File: src/rtl/sisc_fetch.sv
// SISC instruction fetch unit: a three-state fetch FSM that issues single-word
// instruction memory reads, handles branch redirects and sticky halt.
module sisc_fetch #(
   parameter int unsigned   AW       = 16,
   parameter logic [AW-1:0] RESET_PC = '0
) (
   input  logic          CLK,
   input  logic          RST_F,
   input  logic          fetch_req,
   input  logic          br_en,
   input  logic [AW-1:0] br_addr,
   input  logic          halt,
   output logic          imem_rd,
   output logic [AW-1:0] imem_addr,
   input  logic [31:0]   imem_data,
   input  logic          imem_ack,
   output logic [31:0]   ir,
   output logic          ir_valid,
   output logic [AW-1:0] pc,
   output logic          busy,
   output logic          halted,
   output logic [15:0]   fetch_cnt
);

   typedef enum logic [1:0] {
      S_IDLE  = 2'd0,
      S_REQ   = 2'd1,
      S_FLUSH = 2'd2
   } state_t;

   state_t        r_state,      w_state_nxt;
   logic [AW-1:0] r_pc,         w_pc_nxt;
   logic [AW-1:0] r_req_addr,   w_req_addr_nxt;
   logic          r_rd,         w_rd_nxt;
   logic [31:0]   r_ir,         w_ir_nxt;
   logic          r_ir_valid,   w_ir_valid_nxt;
   logic [15:0]   r_fetch_cnt,  w_fetch_cnt_nxt;
   logic          r_halted,     w_halted_nxt;

   // NOTE: every register takes the async reset; non-blocking assignments keep
   // all state updating together on the same edge.
   always_ff @(posedge CLK or negedge RST_F) begin
      if (!RST_F) begin
         r_state     <= S_IDLE;
         r_pc        <= RESET_PC;
         r_req_addr  <= '0;
         r_rd        <= 1'b0;
         r_ir        <= '0;
         r_ir_valid  <= 1'b0;
         r_fetch_cnt <= '0;
         r_halted    <= 1'b0;
      end else begin
         r_state     <= w_state_nxt;
         r_pc        <= w_pc_nxt;
         r_req_addr  <= w_req_addr_nxt;
         r_rd        <= w_rd_nxt;
         r_ir        <= w_ir_nxt;
         r_ir_valid  <= w_ir_valid_nxt;
         r_fetch_cnt <= w_fetch_cnt_nxt;
         r_halted    <= w_halted_nxt;
      end
   end

   // NOTE: every next-value starts from a hold/default so no path infers a latch.
   always_comb begin
      w_state_nxt     = r_state;
      w_pc_nxt        = r_pc;
      w_req_addr_nxt  = r_req_addr;
      w_rd_nxt        = r_rd;
      w_ir_nxt        = r_ir;
      w_ir_valid_nxt  = 1'b0;
      w_fetch_cnt_nxt = r_fetch_cnt;
      w_halted_nxt    = r_halted | halt;

      unique case (r_state)
         S_IDLE: begin
            if (br_en) begin
               w_pc_nxt = br_addr;
            end else if (fetch_req && !r_halted) begin
               w_state_nxt    = S_REQ;
               w_rd_nxt       = 1'b1;
               w_req_addr_nxt = r_pc;
            end
         end

         S_REQ: begin
            if (imem_ack) begin
               w_state_nxt = S_IDLE;
               w_rd_nxt    = 1'b0;
               if (br_en) begin
                  w_pc_nxt = br_addr;
               end else begin
                  w_ir_nxt        = imem_data;
                  w_ir_valid_nxt  = 1'b1;
                  w_pc_nxt        = r_pc + 1'b1;
                  w_fetch_cnt_nxt = r_fetch_cnt + 16'd1;
               end
            end else if (br_en) begin
               // Redirected while the read is outstanding: keep the handshake
               // alive and throw the returning word away.
               w_state_nxt = S_FLUSH;
               w_pc_nxt    = br_addr;
            end
         end

         S_FLUSH: begin
            if (br_en) begin
               w_pc_nxt = br_addr;
            end
            if (imem_ack) begin
               w_state_nxt = S_IDLE;
               w_rd_nxt    = 1'b0;
            end
         end

         default: begin
            w_state_nxt = S_IDLE;
            w_rd_nxt    = 1'b0;
         end
      endcase
   end

   assign imem_rd   = r_rd;
   assign imem_addr = r_req_addr;
   assign ir        = r_ir;
   assign ir_valid  = r_ir_valid;
   assign pc        = r_pc;
   assign busy      = (r_state != S_IDLE);
   assign halted    = r_halted;
   assign fetch_cnt = r_fetch_cnt;

endmodule
File: config.mk
export PLATFORM = sky130hd
export DESIGN_NAME = sisc_fetch
export DESIGN_NICKNAME = d
export VERILOG_FILES = /design/src/rtl/sisc_fetch.sv
export SDC_FILE = /design/constraint.sdc
export NUM_CORES = 1
export LEC_CHECK = 0
export CAP_MARGIN = 20
export CELL_PAD_IN_SITES_DETAIL_PLACEMENT = 1
export CELL_PAD_IN_SITES_GLOBAL_PLACEMENT = 2
export CORE_UTILIZATION = 27
export CTS_CLUSTER_DIAMETER = 120
export DETAILED_ROUTE_END_ITERATION = 6
export PLACE_DENSITY_LB_ADDON = 0.25
export SETUP_SLACK_MARGIN = 0.2
export SYNTH_ARGS = -nofsm -noshare
export SYNTH_HDL_FRONTEND = slang
export SYNTH_SLANG_ARGS = --single-unit
File: constraint.sdc
create_clock -name CLK -period 2.7 [get_ports CLK]
set_clock_uncertainty 0.2 [all_clocks]
set_input_delay 0.405 -clock CLK [delete_from_list [all_inputs] [get_ports CLK]]
set_output_delay 0.405 -clock CLK [all_outputs]
set_load 0.01 [all_outputs]
### Word-level counts from Yosys, hierarchy flattened

Index checks and enable logic that the tools add are counted.

| storage, ports and cells | value |
|---|---|
| bits in registers | 85 |
| bits in latches | 0 |
| RAM bits | 0 |
| memory bits (read-only) | 0 |
| input port bits | 54 |
| output and inout bits | 84 |
| word-level logic and storage cells | 47 |
| memories | 0 |

| cells by class | value |
|---|---|
| add/subtract/negate cells | 2 |
| multiply operators | 0 |
| divide/modulo/power cells | 0 |
| order comparisons | 0 |
| eq/ne operators | 7 |
| shifts and indexed selects | 0 |
| muxes and demuxes | 17 |
| bitwise gates (word level) | 2 |
| reductions and logical operators | 11 |

Operators by type and width:

| cell | count |
|---|---|
| $mux 16 | 3 |
| $add 16x1->16 const B | 2 |
| $pmux 16 s2 | 1 |
| $mux 2 | 5 |
| $reduce_and 3->1 | 3 |
| $mux 1 | 6 |
| $ne 2x2->1 const B | 3 |
| $pmux 2 s3 | 1 |
| $reduce_and 4->1 | 1 |
| $reduce_bool 2->1 | 2 |
| $reduce_or 2->1 | 2 |
| $ne 3x3->1 const B | 1 |
| $eq 2x1->1 const B | 1 |
| $eq 2x2->1 const B | 1 |
| $logic_not 2->1 | 1 |
| $ne 2x1->1 const B | 1 |
| $pmux 1 s2 | 1 |
| $logic_and 1x1->1 | 1 |
| $logic_not 1->1 | 1 |
| $not 1->1 | 1 |
| $or 1x1->1 | 1 |

### Longest topological paths before layout

| depth | value |
|---|---|
| word-level depth | 5 |
| depth in mapped cells | 8 |

### Least setup slack after synthesis

Ideal clock, no wire load.

| timing | value |
|---|---|
| path type | flip-flop to flip-flop |
| start point | reg r_state[0] |
| end point | reg r_pc[11], in the netlist pc[11] |
| setup time | 0.111 ns |
| data arrival time | 1.747 ns |
| required time | 2.389 ns |
| slack | 0.642 ns |
| cell stages (with the launch flop) | 8 |
| path buffers | 1 |
| cells stage by stage | dfrtp_1 inv_1 ha_1 or3b_1 buf_6 nor4_4 a211oi_1 a2111oi_2 |

| between the ends | value |
|---|---|
| cells in the longest elaborated chain, start to end | 3 |
| elaborated cells on any way between the ends | 6 |
| those cells by class | 2 x eq/ne; 1 x mux; 3 x reduce/logical |

RTL lines:

| element | line | text |
|---|---|---|
| start, declared | 31 | `state_t r_state, w_state_nxt;` |
| start signal, assigned | 53 | `r_state <= w_state_nxt;` |
| $eq 2x2->1 or $logic_not 2->1 (tied branches) | 75 | `unique case (r_state)` |
| $reduce_or 2->1 (no line) | -- |  |
| $pmux 16 s2 or $reduce_bool 2->1 (tied branches) | -- |  |
| end signal, assigned | 54 | `r_pc <= w_pc_nxt;` |
| end, declared | 32 | `logic [AW-1:0] r_pc, w_pc_nxt;` |

Parallel ways exist; a longest one is shown, timed or not.
A chain may end at the register's enable or synchronous reset.

### Worst setup path after layout

| timing | value |
|---|---|
| start point | reg r_state[0] |
| end point | out busy |

| between the ends | value |
|---|---|
| cells in the longest elaborated chain, start to end | 1 |

RTL lines:

| element | line | text |
|---|---|---|
| $reduce_bool 2->1 | 128 | `assign busy = (r_state != S_IDLE);` |
| end, declared | 20 | `output logic busy,` |

Every way passes these cells.

==> metrics <==
final layout net count=591; most common cell after layout, fill and taps aside=clkdlybuf4s50_1; die area=between 0.01 and 0.015 mm²; largest net degree at the start of global routing=36; number of synthesized register bits=85; Root Buffer=clkbuf_16; setup ws final=roughly 0.34 ns; Initial Util=0.277; Sink Count=85; PortBufs=137; Setup crit end kind=output pin; Mapped Area=0.00385 mm²; Hold Crit Class=reg -> reg; Hold Path Depth=2; Placeable Area=0.0139 mm²; Sequential Area=0.00213 mm²; maximum vdd drop=0.000364 V; overall power=5.27 mW; Congestion Overflow GR=0; Worst R2R Path Depth=6; Chip Width=121 µm; area of the multi-input gates=0.00160 mm²; Ports=between 100 and 150; Max Clock Freq=423 MHz; TritonRoute pass-1 iters=4; mux cell area share after synthesis=0.0575; Relative slew margins=0.679; Placer Congestion=0.908; Synth Area in Adders=0.0227; pwr dens=906 mW/mm²; area share of the largest cell type after synthesis=0.552; Post-CTS Setup Inserts=0; most frequent cells in the layout=clkdlybuf4s50_1 (136), nand2_1 (116), dfrtp_1 (85); Crit path largest cell delay=0.55 ns; total CTS buffers=9; Hold Worst Slack=~0.27 ns; vias in the first global route=3558; Via Count=3382; pre-CTS WS=0.161 ns; Critical Path AT=1.76 ns; ys async rst share=1.00; Worst Path Required=2.10 ns; Distinct cells, synth=48; Crit Path Max Fanout=5; leakage power=between 2 and 3 nW; Gate Count Post-Synth=384; antenna violations before repair=0; H-tree levels=3; crit path cell chain=inv_1, ha_1, inv_1, clkdlybuf4s50_1; Rows=43; clock latency on the worst-skew pair=between 0.3 and 0.4 ns; simple-gate share of the synthesized area=0.219; hpwl dp=8.52 mm; R2R Setup Slk=0.36 ns; Fin Setup TNS=0 ns; FILL cells=1560; Max Cap Viol=0; maximum clock path buffer count=2; Clock Pin Slew Worst Setup and Hold Paths=0.06 ns; wire per inst=around 17 µm; share of layout cells above drive strength 1=0.103; type of the worst setup path=reg -> out; Final Max Slew Viols=0; slowest stage cell, crit path=clkdlybuf4s50_1; register area share after synthesis=0.552; period utilization=0.875; EDFF count, synth=0; reg2reg end=pc[15]$_DFFE_PN0P_; ranking of synthesized cells by area=dfrtp_1 (55%), nand2_1 (11%), mux2_2 (5.0%), xnor2_1 (2.5%), ha_1 (2.3%); Detail Route Antenna Nets=0; Synth Flop Type=dfrtp_1; startpoint types=flop; Routed WL=11.8 mm; area leader, netlist=dfrtp_1; final number of hold-violating endpoints=0; # DRC=0; largest family of logic cells by synthesized area=simple AND/OR/NAND/NOR gates; Avg Vias per Cell=4.73; diode count=0; CP startpoint=r_state[0]$_DFFE_PN0P_; run status=finished clean; CP most frequent cell=inv_1; Initial DRC Count=144; YS warnings=0; net count after synthesis=445; RSZ-0062 raised after global routing=false; Synth Area in Compound Gates=0.0829; average size of a mapped cell=between 10 and 15 µm²; placed cell area=0.00550 mm²; Least-Margin Pin Slew=0.481 ns; worst min-delay path endpoint=ir[3]$_DFFE_PN0P_; Min-Delay Startpoint=ir[3]$_DFFE_PN0P_; CTS tree=yes; Synth Area in XOR/XNOR=0.0341; Final min period=2.36 ns; final setup fails=0; GRT Util Overall=0.167; post-route cell area=0.00581 mm²; area grow syn2layout=51.0%; Die Y=121 µm; first-pass GRT wire length=18.6 mm; reg2reg start=r_state[0]$_DFFE_PN0P_
-- repair_timing --
item	4_1_cts	5_1_grt
hold endpoints to repair	33	0
hold buffers	1	0
gates resized for setup	0	0
-- cell families (layout without fill, tap and decap cells) --
group,Yosys count,after routing
xor+xnor,15,15
simple gates,185,185
compound gates,44,44
flops,85,85
mux,20,20
buf+inv,28,179
fa+ha+maj,7,7
-- power by group --
part           leakage [nW]  switching, mW  internal, mW
Combinational          1.39          0.940          1.05
Sequential             1.09          0.340          1.65
Clock                 0.137          0.559         0.725
Total                  2.61           1.84          3.43
-- layout make-up --
type	instances	share of cell area
clock buffers	10	0.0394
clock inverters	6	0.0125
inverters	9	0.00581
multi-input cells	271	0.276
flip-flops and latches	85	0.366
well taps	180	0.0387
repair buffers	154	0.262
-- cell usage after synthesis, drive strengths merged, types with 3 or more instances --
cell type / count
or2: 4
nor2: 13
xnor2: 11
o21ai: 4
o211ai: 3
inv: 8
clkbuf: 12
nor4: 5
a22oi: 9
dfrtp: 85
a211oi: 4
and3: 5
nor3: 6
mux2: 17
buf: 7
nand2b: 3
nand4: 8
xor2: 4
nand3: 14
o22ai: 3
a21oi: 8
mux2i: 3
nand2: 116
ha: 7
-- critical path, delay by kind of cell, from the launching register on --
family,cells,cell delay (ns)
adder cells (fa/ha/maj),1,0.25
buffers and inverters,3,0.76
flip-flops,1,0.40
-- worst max path at each step --
stage                               to  slack (ns)
CTS                               busy        0.30
floorplan           pc[11]$_DFFE_PN0P_        0.64
detailed placement  pc[15]$_DFFE_PN0P_        0.16
global route        pc[15]$_DFFE_PN0P_        0.21
finish                            busy        0.34
global placement     pc[9]$_DFFE_PN0P_        0.19
-- flip-flops by register name (all words and copies together), names as in the netlist --
signal / cells
ir_valid: 1
halted: 1
r_state: 2
imem_rd: 1
fetch_cnt: 16
pc: 16
ir: 32
imem_addr: 16
-- metal layers --
layer	GRT usage	wire [µm]	up-vias	share of wire
met5	0	0	-	0
met4	0.0841	268	0	0.023
met3	0.0573	951	16	0.081
met2	0.262	5480	110	0.46
met1	0.203	5110	1646	0.43
li1	-	-	1610	-
-- per-stage QoR --
stage	std cells	utilization
2_1_floorplan	384	-
3_3_place_gp	698	0.396
3_5_place_dp	698	0.396
4_1_cts	715	0.419
5_1_grt	715	0.419
6_report	715	0.419
No activity file was read; power rests on OpenSTA's default activity.
